`src/rtl/mau_pkg.sv`:
```
// Shared types for the memory access unit: FSM states, access size codes and
// response error codes.
package mau_pkg;

  typedef enum logic [1:0] {
    ST_IDLE  = 2'd0,
    ST_BEAT0 = 2'd1,
    ST_BEAT1 = 2'd2,
    ST_RESP  = 2'd3
  } state_e;

  typedef enum logic [1:0] {
    SZ_BYTE  = 2'd0,
    SZ_HALF  = 2'd1,
    SZ_WORD  = 2'd2,
    SZ_DWORD = 2'd3
  } size_e;

  typedef enum logic [1:0] {
    ERR_OK       = 2'd0,
    ERR_BUS      = 2'd1,
    ERR_MISALIGN = 2'd2,
    ERR_TIMEOUT  = 2'd3
  } err_e;

endpackage

```
`src/rtl/mau_align.sv`:
```
// Combinational lane steering for the memory access unit: misalignment
// detection, byte enables, store data shifting and load extraction/extension.
module mau_align
  import mau_pkg::*;
#(
  parameter int XLEN = 32
) (
  input  logic [$clog2(XLEN/8)-1:0] offset_i,
  input  size_e                     size_i,
  input  logic                      unsigned_i,
  input  logic [XLEN-1:0]           wdata_i,
  input  logic [XLEN-1:0]           rdata_lo_i,
  input  logic [XLEN-1:0]           rdata_hi_i,
  output logic                      misalign_o,
  output logic                      oversize_o,
  output logic [XLEN/8-1:0]         be0_o,
  output logic [XLEN/8-1:0]         be1_o,
  output logic [XLEN-1:0]           wdata0_o,
  output logic [XLEN-1:0]           wdata1_o,
  output logic [XLEN-1:0]           rdata_o
);
  localparam int NB = XLEN / 8;

  logic [3:0]        nbytes;
  logic [6:0]        nbits;
  logic [2*NB-1:0]   be_wide;
  logic [2*XLEN-1:0] wd_wide;
  logic [XLEN-1:0]   rd_shift;
  logic [XLEN-1:0]   ext_mask;
  logic              sign_bit;

  assign nbytes     = 4'd1 << size_i;
  assign nbits      = {nbytes, 3'b000};
  assign misalign_o = (int'(offset_i) + int'(nbytes)) > NB;
  assign oversize_o = int'(nbytes) > NB;

  // Both halves of the double-width views are the two bus beats.
  assign be_wide  = (2*NB)'(8'hFF >> (4'd8 - nbytes)) << offset_i;
  assign be0_o    = be_wide[NB-1:0];
  assign be1_o    = be_wide[2*NB-1:NB];
  assign wd_wide  = {{XLEN{1'b0}}, wdata_i} << {offset_i, 3'b000};
  assign wdata0_o = wd_wide[XLEN-1:0];
  assign wdata1_o = wd_wide[2*XLEN-1:XLEN];
  assign rd_shift = XLEN'({rdata_hi_i, rdata_lo_i} >> {offset_i, 3'b000});

  always_comb begin
    // NOTE: every signal written here gets a default first, so no path can infer a latch.
    ext_mask = '0;
    sign_bit = 1'b0;
    for (int i = 0; i < XLEN; i++) begin
      if (i >= int'(nbits))          ext_mask[i] = 1'b1;
      else if (i == int'(nbits) - 1) sign_bit    = rd_shift[i];
    end
    rdata_o = rd_shift & ~ext_mask;
    if (!unsigned_i && sign_bit) rdata_o = rdata_o | ext_mask;
  end

endmodule

```
`src/rtl/mem_access_unit.sv`:
```
// Load/store unit between the pipeline and a simple strobed data bus; splits
// misaligned accesses into two beats and reports bus, alignment and timeout errors.
module mem_access_unit
  import mau_pkg::*;
#(
  parameter int XLEN           = 32,
  parameter int AW             = 32,
  parameter int TIMEOUT        = 255,
  parameter int MISALIGN_SPLIT = 1
) (
  input  logic              CLK,
  input  logic              RESN,
  input  logic              HLT,
  input  logic              REQ_VALID,
  output logic              REQ_READY,
  input  logic              REQ_WE,
  input  logic [1:0]        REQ_SIZE,
  input  logic              REQ_UNSIGNED,
  input  logic [AW-1:0]     REQ_ADDR,
  input  logic [XLEN-1:0]   REQ_WDATA,
  input  logic [4:0]        REQ_RD,
  output logic              RSP_VALID,
  output logic [XLEN-1:0]   RSP_DATA,
  output logic [4:0]        RSP_RD,
  output logic [1:0]        RSP_ERR,
  output logic [AW-1:0]     DADDR,
  output logic [XLEN-1:0]   DATAO,
  output logic [XLEN/8-1:0] DBE,
  output logic              DRD,
  output logic              DWR,
  output logic              DAS,
  input  logic [XLEN-1:0]   DATAI,
  input  logic              DACK,
  input  logic              BERR
);
  localparam int NB  = XLEN / 8;
  localparam int OW  = $clog2(NB);
  localparam int WCW = $clog2(TIMEOUT + 1) + 1;
  localparam logic [WCW-1:0] WAIT_LAST = WCW'(TIMEOUT - 1);

  state_e          state_q, state_d;
  err_e            err_q, err_d;
  size_e           size_q, sel_size;
  logic            run_q, we_q, uns_q;
  logic [AW-1:0]   addr_q, beat_base;
  logic [XLEN-1:0] wdata_q, lo_q, rsp_data_q, rsp_data_d;
  logic [4:0]      rd_q;
  logic [WCW-1:0]  wait_q, wait_d;
  logic [OW-1:0]   sel_off;
  logic            accept, in_beat, timeout_hit, enter_resp, misalign, oversize;
  logic [NB-1:0]   be0, be1;
  logic [XLEN-1:0] wd0, wd1, rd_lo, rd_hi, load_data;

  // The aligner sees the live request while idle (accept decision) and the
  // latched request once the access is in flight.
  assign sel_off  = (state_q == ST_IDLE) ? REQ_ADDR[OW-1:0] : addr_q[OW-1:0];
  assign sel_size = (state_q == ST_IDLE) ? size_e'(REQ_SIZE) : size_q;
  assign rd_lo    = (state_q == ST_BEAT1) ? lo_q : DATAI;
  assign rd_hi    = (state_q == ST_BEAT1) ? DATAI : '0;

  mau_align #(.XLEN(XLEN)) u_align (
    .offset_i   (sel_off),
    .size_i     (sel_size),
    .unsigned_i (uns_q),
    .wdata_i    (wdata_q),
    .rdata_lo_i (rd_lo),
    .rdata_hi_i (rd_hi),
    .misalign_o (misalign),
    .oversize_o (oversize),
    .be0_o      (be0),
    .be1_o      (be1),
    .wdata0_o   (wd0),
    .wdata1_o   (wd1),
    .rdata_o    (load_data)
  );

  assign REQ_READY   = run_q && (state_q == ST_IDLE) && !HLT;
  assign accept      = REQ_VALID && REQ_READY;
  assign in_beat     = (state_q == ST_BEAT0) || (state_q == ST_BEAT1);
  assign timeout_hit = (TIMEOUT != 0) && in_beat && !DACK && !BERR && (wait_q == WAIT_LAST);

  always_ff @(posedge CLK or negedge RESN) begin
    // NOTE: sequential state uses non-blocking assignments only.
    if (!RESN) state_q <= ST_IDLE;
    else       state_q <= state_d;
  end

  // Oversize (dword on a 32-bit bus) cannot be split into two beats, so it
  // always reports a misalignment.
  always_comb begin
    state_d = state_q;
    err_d   = err_q;
    case (state_q)
      ST_IDLE: if (accept) begin
        if (oversize || (misalign && MISALIGN_SPLIT == 0)) begin
          state_d = ST_RESP;
          err_d   = ERR_MISALIGN;
        end else begin
          state_d = ST_BEAT0;
        end
      end
      ST_BEAT0, ST_BEAT1: begin
        if (BERR) begin
          state_d = ST_RESP;
          err_d   = ERR_BUS;
        end else if (DACK) begin
          state_d = (state_q == ST_BEAT0 && misalign) ? ST_BEAT1 : ST_RESP;
          err_d   = ERR_OK;
        end else if (timeout_hit) begin
          state_d = ST_RESP;
          err_d   = ERR_TIMEOUT;
        end
      end
      ST_RESP: if (!HLT) state_d = ST_IDLE;
      default: state_d = ST_IDLE;
    endcase
  end

  assign enter_resp = (state_d == ST_RESP) && (state_q != ST_RESP);
  assign rsp_data_d = (err_d == ERR_OK && !we_q) ? load_data : '0;
  assign wait_d     = (in_beat && state_d == state_q) ? wait_q + 1'b1 : '0;

  always_ff @(posedge CLK or negedge RESN) begin
    if (!RESN) begin
      run_q      <= 1'b0;
      we_q       <= 1'b0;
      uns_q      <= 1'b0;
      size_q     <= SZ_BYTE;
      addr_q     <= '0;
      wdata_q    <= '0;
      rd_q       <= '0;
      lo_q       <= '0;
      wait_q     <= '0;
      rsp_data_q <= '0;
      err_q      <= ERR_OK;
    end else begin
      run_q  <= 1'b1;
      wait_q <= wait_d;
      if (accept) begin
        we_q    <= REQ_WE;
        uns_q   <= REQ_UNSIGNED;
        size_q  <= size_e'(REQ_SIZE);
        addr_q  <= REQ_ADDR;
        wdata_q <= REQ_WDATA;
        rd_q    <= REQ_RD;
      end
      if (state_q == ST_BEAT0 && DACK) lo_q <= DATAI;
      if (enter_resp) begin
        rsp_data_q <= rsp_data_d;
        err_q      <= err_d;
      end
    end
  end

  assign beat_base = {addr_q[AW-1:OW], {OW{1'b0}}};

  always_comb begin
    DAS   = 1'b0;
    DRD   = 1'b0;
    DWR   = 1'b0;
    DADDR = '0;
    DBE   = '0;
    DATAO = '0;
    if (in_beat) begin
      DAS   = 1'b1;
      DRD   = !we_q;
      DWR   = we_q;
      DADDR = beat_base;
      DBE   = be0;
      DATAO = wd0;
      if (state_q == ST_BEAT1) begin
        DADDR = beat_base + AW'(NB);
        DBE   = be1;
        DATAO = wd1;
      end
    end
  end

  assign RSP_VALID = (state_q == ST_RESP);
  assign RSP_DATA  = rsp_data_q;
  assign RSP_RD    = rd_q;
  assign RSP_ERR   = err_q;

endmodule

```
`config.mk`:
```
export PLATFORM = sky130hd
export DESIGN_NAME = mem_access_unit
export DESIGN_NICKNAME = d
export VERILOG_FILES = /design/src/rtl/mau_pkg.sv /design/src/rtl/mau_align.sv /design/src/rtl/mem_access_unit.sv
export SDC_FILE = /design/constraint.sdc
export NUM_CORES = 1
export LEC_CHECK = 0
export CORE_MARGIN = 2
export CORE_UTILIZATION = 40
export CTS_CLUSTER_DIAMETER = 200
export DETAILED_ROUTE_END_ITERATION = 8
export PLACE_DENSITY_LB_ADDON = 0.1
export REMOVE_ABC_BUFFERS = 1
export SLEW_MARGIN = 30
export SYNTH_ARGS = -nofsm -noshare
export SYNTH_HDL_FRONTEND = slang
export SYNTH_HIERARCHICAL = 1
export SYNTH_SLANG_ARGS = --single-unit
```
`constraint.sdc`:
```
create_clock -name CLK -period 4.6 [get_ports CLK]
set_input_delay 0.92 -clock CLK [delete_from_list [all_inputs] [get_ports CLK]]
set_output_delay 0.92 -clock CLK [all_outputs]
set_load 0.05 [all_outputs]
```
# == Word-level counts from Yosys, hierarchy flattened ==
# Index checks and enable logic that the tools add are counted.
# Widths: inputs -> output; s select.
# op_classes
add_sub_neg,5
order_cmp,34
eq_ne,38
n_shift,5
muxes,126
bitwise,3
reduce_logical,22
# ops
operator,n
$eq 6x32->1 const A,16
$eq 5x32->1 const A,8
$mux 32,8
$eq 4x32->1 const A,4
$ge 5x7->1 const A,16
$mux 1,100
$eq 3x32->1 const A,2
$shl 32x5->64,1
$shr 64x5->32,1
$ge 4x7->1 const A,8
$add 32x3->32 const B,1
$and 32x32->32,1
$eq 2x32->1 const A,1
$gt 32x4->1 const B,1
$logic_not 32->1,1
$not 32->32,1
$or 32x32->32,1
$ge 3x7->1 const A,4
$mux 2,13
$ge 1x7->1 const A,2
$ge 2x7->1 const A,2
$logic_and 1x1->1,12
$add 9x1->9 const B,1
$eq 9x8->1 const B,1
19 further kinds,27
# totals
regBits,151
in_bits,111
out_inout_bits,112
elab_cells,245

# == Longest topological paths before layout ==
# logic_depth
word_depth,72
mapped_depth,18
ltp_nobuf,15

# == Hierarchy ==
# The synthesis kept the hierarchy.
# by_module_without_submodules
module,n_inst,cells_each,area_per_inst_um2,seq_area_each_um2
mem_access_unit,1,864,8255.4,3778.6
mau_align,1,276,1953.1,0.0

# == Worst setup path before layout ==
# Ideal clock, no wire load.
# synth_timing
path_type,input port to output port
startpoint,input REQ_ADDR[0]
endpoint,output DATAO[16]
t_arrival_ps,2978
required_ps,3680
slack_ps,702
cell_stages,9
path_buffers,3
cell_sequence,mux2_2 buf_4 buf_2 buf_2 nor2_1 nand2_1 o21ai_0 mux2i_1 nor2_1
# synth_between
elab_chain_cells,4
# synth_rtl
item,line,source
start: declaration,mem_access_unit.sv:19,"input logic [AW-1:0] REQ_ADDR,"
$mux 2,mem_access_unit.sv:56,assign sel_off = (state_q == ST_IDLE) ? REQ_ADDR[OW-1:0] : addr_q[OW-1:0];
$shl 32x5->64,mau_align.sv:41,"assign wd_wide = {{XLEN{1'b0}}, wdata_i} << {offset_i, 3'b000};"
via wd0[16],mem_access_unit.sv:52,"logic [XLEN-1:0] wd0, wd1, rd_lo, rd_hi, load_data;"
$mux 32,mem_access_unit.sv:171,if (state_q == ST_BEAT1) begin
$mux 32,mem_access_unit.sv:164,if (in_beat) begin
end: declaration,mem_access_unit.sv:27,"output logic [XLEN-1:0] DATAO,"
# The timed path passes the listed nets, and every way through them passes these cells.

# == Worst setup path after layout ==
# layout_timing
startpoint,register state_q[0]
endpoint,"register rsp_data_q[16], in the netlist RSP_DATA[16]"
# layout_between
elab_cells_between_ends,177
classes_between,add/sub (2); order compare (34); eq/ne (36); shift (2); mux (85); bitwise (3); reduce/logical (15)
# layout_rtl
item,line,source
start: declaration,mem_access_unit.sv:41,"state_e state_q, state_d;"
start signal: assignment,mem_access_unit.sv:85,else state_q <= state_d;
$logic_not 2->1,mem_access_unit.sv:57,assign sel_size = (state_q == ST_IDLE) ? size_e'(REQ_SIZE) : size_q;
$mux 2,mem_access_unit.sv:57,
via sel_size[0],mem_access_unit.sv:43,"size_e size_q, sel_size;"
$shl 1x2->4,mau_align.sv:32,assign nbytes = 4'd1 << size_i;
$add 2x4->5,mau_align.sv:34,assign misalign_o = (int'(offset_i) + int'(nbytes)) > NB;
$gt 32x4->1,mau_align.sv:34,
via misalign,mem_access_unit.sv:50,"logic accept, in_beat, timeout_hit, enter_resp, misalign, oversize;"
$logic_and 1x1->1,mem_access_unit.sv:107,state_d = (state_q == ST_BEAT0 && misalign) ? ST_BEAT1 : ST_RESP;
$mux 1,mem_access_unit.sv:107,
$mux 2,mem_access_unit.sv:106,end else if (DACK) begin
$mux 2,mem_access_unit.sv:103,if (BERR) begin
$pmux 2 s3,mem_access_unit.sv:93,case (state_q)
via state_d[0],mem_access_unit.sv:41,
$eq 2x2->1,mem_access_unit.sv:119,assign enter_resp = (state_d == ST_RESP) && (state_q != ST_RESP);
$logic_and 1x1->1,mem_access_unit.sv:119,
end signal: assignment,mem_access_unit.sv:149,rsp_data_q <= rsp_data_d;
end: declaration,mem_access_unit.sv:46,"logic [XLEN-1:0] wdata_q, lo_q, rsp_data_q, rsp_data_d;"
# The timed path passes the listed nets, and every way through them passes these cells.
# A chain may end at the register's enable or synchronous reset.

==> flow_metrics.py <==
metrics = {
    "run_status": {
        "run_status": "finished clean",
    },
    "timing": {
        "final-setup-viol-count": 0,
        "worstMarginPinSlew_ns": 0.949,
        "finalMaxSlewViolations": 0,
        "timing.clock.skew_ns": 0.0120,
        "hold_viol_final": 0,
        "final.period_utilization": 0.916,
        "max_slew_margin": 0.368,
        "max_freq_mhz": 237,
        "rsz0062_at_grt": "no",
        "layout_min_cycle_time_ns": 4.21,
    },
    "clock_network": {
        "htree_levels": 4,
        "tritoncts.num_buffers": 17,
        "clock-root-buffer": "clkbuf_16",
        "worst_setup_hold_path_clk_slew_ns": 0.06,
        "post-cts-setup-buffer-count": 0,
        "total_of_hold_buffers_inserted_after_clock_tree_synthesis": 0,
        "worstSkewPairLatency_ns": 0.42,
        "cts-root-to-sink-buffers": 2,
        "post_cts_resized": 0,
        "tritoncts_clock_tree": "yes",
        "cts_sinks": 151,
    },
    "finish": {
        "post-route-cell-area_um2": 13500,
        "post-route-util": 0.540,
        "antenna_cells": 0,
        "final_nets": 1432,
        "drive_above_1_share": 0.173,
        "area_growth_syn_to_layout_pct": 33.1,
    },
    "floorplanning": {
        "floorplan.die_area_um2": 26700,
        "die_y_um": 163,
        "dieWidth_um": 163,
        "floorplan.rows": 58,
        "start_util": 0.406,
        "fp.coreArea_um2": 25000,
        "pin_count": 223,
    },
    "drt": {
        "firstDrtPassIters": 7,
        "avgRoutedWirePerCell_um": 16.6,
        "route.final.wire_length_um": 27400,
        "viasPerCell": 5.12,
        "drt_iter0_markers": 408,
        "num_vias": 8461,
        "route.detailed.drc": 0,
        "drtAntennaViolNets": 0,
    },
    "placement": {
        "hpwlAfterDp_um": 18900,
        "placed_area_um2": 12900,
        "number_of_buffer_cells_added_on_primary_ports": 220,
        "place_congestion": 0.833,
    },
    "flow_run": {
        "cap_violations": 0,
    },
    "power_and_ir_drop": {
        "design_power_total_mw": 12.0,
        "switching_share": 0.485,
        "power.internal_mw": 6.18,
        "power.static_leakage_nw": 6.02,
        "pwr-share-clk": 0.121,
        "peakVddDrop_mv": 0.483,
        "switchingPower_mw": 5.83,
        "powerDensity_nw_per_um2": 889,
        "comb_power_share": 0.686,
        "seq_power_share": 0.193,
    },
    "global_route": {
        "first_global_vias": 8385,
        "initial_antenna_violation_count": 0,
        "first_pass_grt_wire_length_um": 44500,
        "globalRoute.totalOverflow": 0,
        "grt.total_usage": 0.211,
        "grt_start_max_net_pins": 95,
    },
    "synth": {
        "synthesis.area_um2": 10200,
        "postSynthAreaPerCell_um2": 8.97,
        "synth-warning-count": 6,
        "count_of_mapped_cells_out_of_synthesis": 1132,
    },
    "critical_path": {
        "worstReg2RegStart": "state_q[0]",
        "cp_slowest_cell": "o32ai_1",
        "worst_ep_arrival_time_ns": 4.51,
        "critPathRequiredTime_ns": 4.89,
        "worst-setup-path-type": "flip-flop to flip-flop",
        "timing.critical_path.from": "state_q[0]",
        "ff2ff_path_depth": 16,
        "timing.critical_path.cells": "inv_1, ha_1, mux2_2, nand2b_1, inv_1, ha_1, nor3b_1, nor2_1, o21ai_0, a21oi_1, nand2b_1, o21ai_0, o32ai_1, nand3b_4, buf_12, mux2_1",
        "cp_max_fo": 29,
        "setup.worst_path.start_class": "flip-flop",
        "setup.worst_path.end_class": "flip-flop",
        "critical_path.max_stage_delay_ns": 0.53,
    },
    "min_path": {
        "hp-start": "size_q[0]",
        "worstHoldPathType": "flip-flop to flip-flop",
        "min_delay_path_depth": 2,
    },
}
[state kept, by name, indices dropped and copies added, names as in the netlist]
name and flops:
RSP_DATA 32, RSP_ERR 2, RSP_RD 5, addr_q 32
lo_q 32, run_q 1, size_q 2, state_q 2
uns_q 1, wait_q 9, wdata_q 32, we_q 1
[through the flow]
step	TNS, ns	std cells	setup slack (ns)	hold slack [ns]
floorplan	-35.46	1048	-1.45	0.442
global placement	0	1622	0.365	0.455
detailed placement	0	1622	0.254	0.461
CTS	0	1654	0.341	0.478
global route	0	1654	0.0110	0.485
finish	0	1654	0.387	0.472
[per-layer routing]
layer / up-vias / track usage / wire (um)
met1: 4045 / 0.283 / 12400
met3: 21 / 0.0571 / 1880
met4: 0 / 0.0527 / 349
met5: - / 0 / 0
met2: 204 / 0.336 / 12800
li1: 4191 / - / -
[path summary, 6_finish.rpt]
path | endpoint | slack [ns]
worst max-delay path | RSP_DATA[16] | 0.39
worst min-delay path | size_q[0] | 0.47
worst max register to register | RSP_DATA[16] | 0.39
worst min register to register | size_q[0] | 0.47
max in group asynchronous | wdata_q[19] | 3.21
min in group asynchronous | lo_q[14] | 0.57
[cell type report]
class,count,area (um^2)
Inverter,11,41.3
Fill cell,2337,11500
Multi-Input combinational cell,886,5960
Timing Repair Buffer,244,2720
Clock inverter,11,138
Sequential cell,151,3780
Tap cell,330,413
Clock buffer,21,470
[placed cells by master (no fill, tap or decap), types with 6 or more instances in the layout]
cell type / n
nand2b_1: 6
ha_1: 8
and2_1: 36
a21oi_1: 20
inv_1: 9
xor2_1: 10
mux4_2: 15
clkdlybuf4s50_1: 163
nor3b_1: 35
mux2_2: 80
dfrtp_1: 151
clkbuf_16: 17
nor4_1: 7
buf_4: 42
mux2_4: 15
conb_1: 11
and3_1: 14
xnor2_1: 20
nand3_1: 13
o21ai_0: 37
o211ai_1: 11
mux2i_1: 90
nand2_1: 285
mux2_1: 17
buf_12: 38
nor2_1: 107
[worst max-delay path, delay by kind of cell, from the launching register on]
kind                     cells  cell delay [ns]
adder cells (fa/ha/maj)      2             0.61
buffers and inverters        3             0.48
AO/OA/AOI/OAI                4             0.93
multiplexers                 2             0.84
flip-flops                   1             0.44
AND/OR/NAND/NOR              5             0.77
[power by group through the flow]
| stage | logic (mW) | registers [mW] | clock network, mW |
|---|---|---|---|
| 2_1_floorplan | 5.22 | 2.59 | 0 |
| 3_3_place_gp | 8.24 | 2.33 | 0 |
| 3_5_place_dp | 8.30 | 2.35 | 0 |
| 4_1_cts | 8.33 | 2.32 | 1.50 |
| 5_1_grt | 8.87 | 2.41 | 1.55 |
| 6_report | 8.24 | 2.32 | 1.45 |
Power figures use the tool's default switching activity.
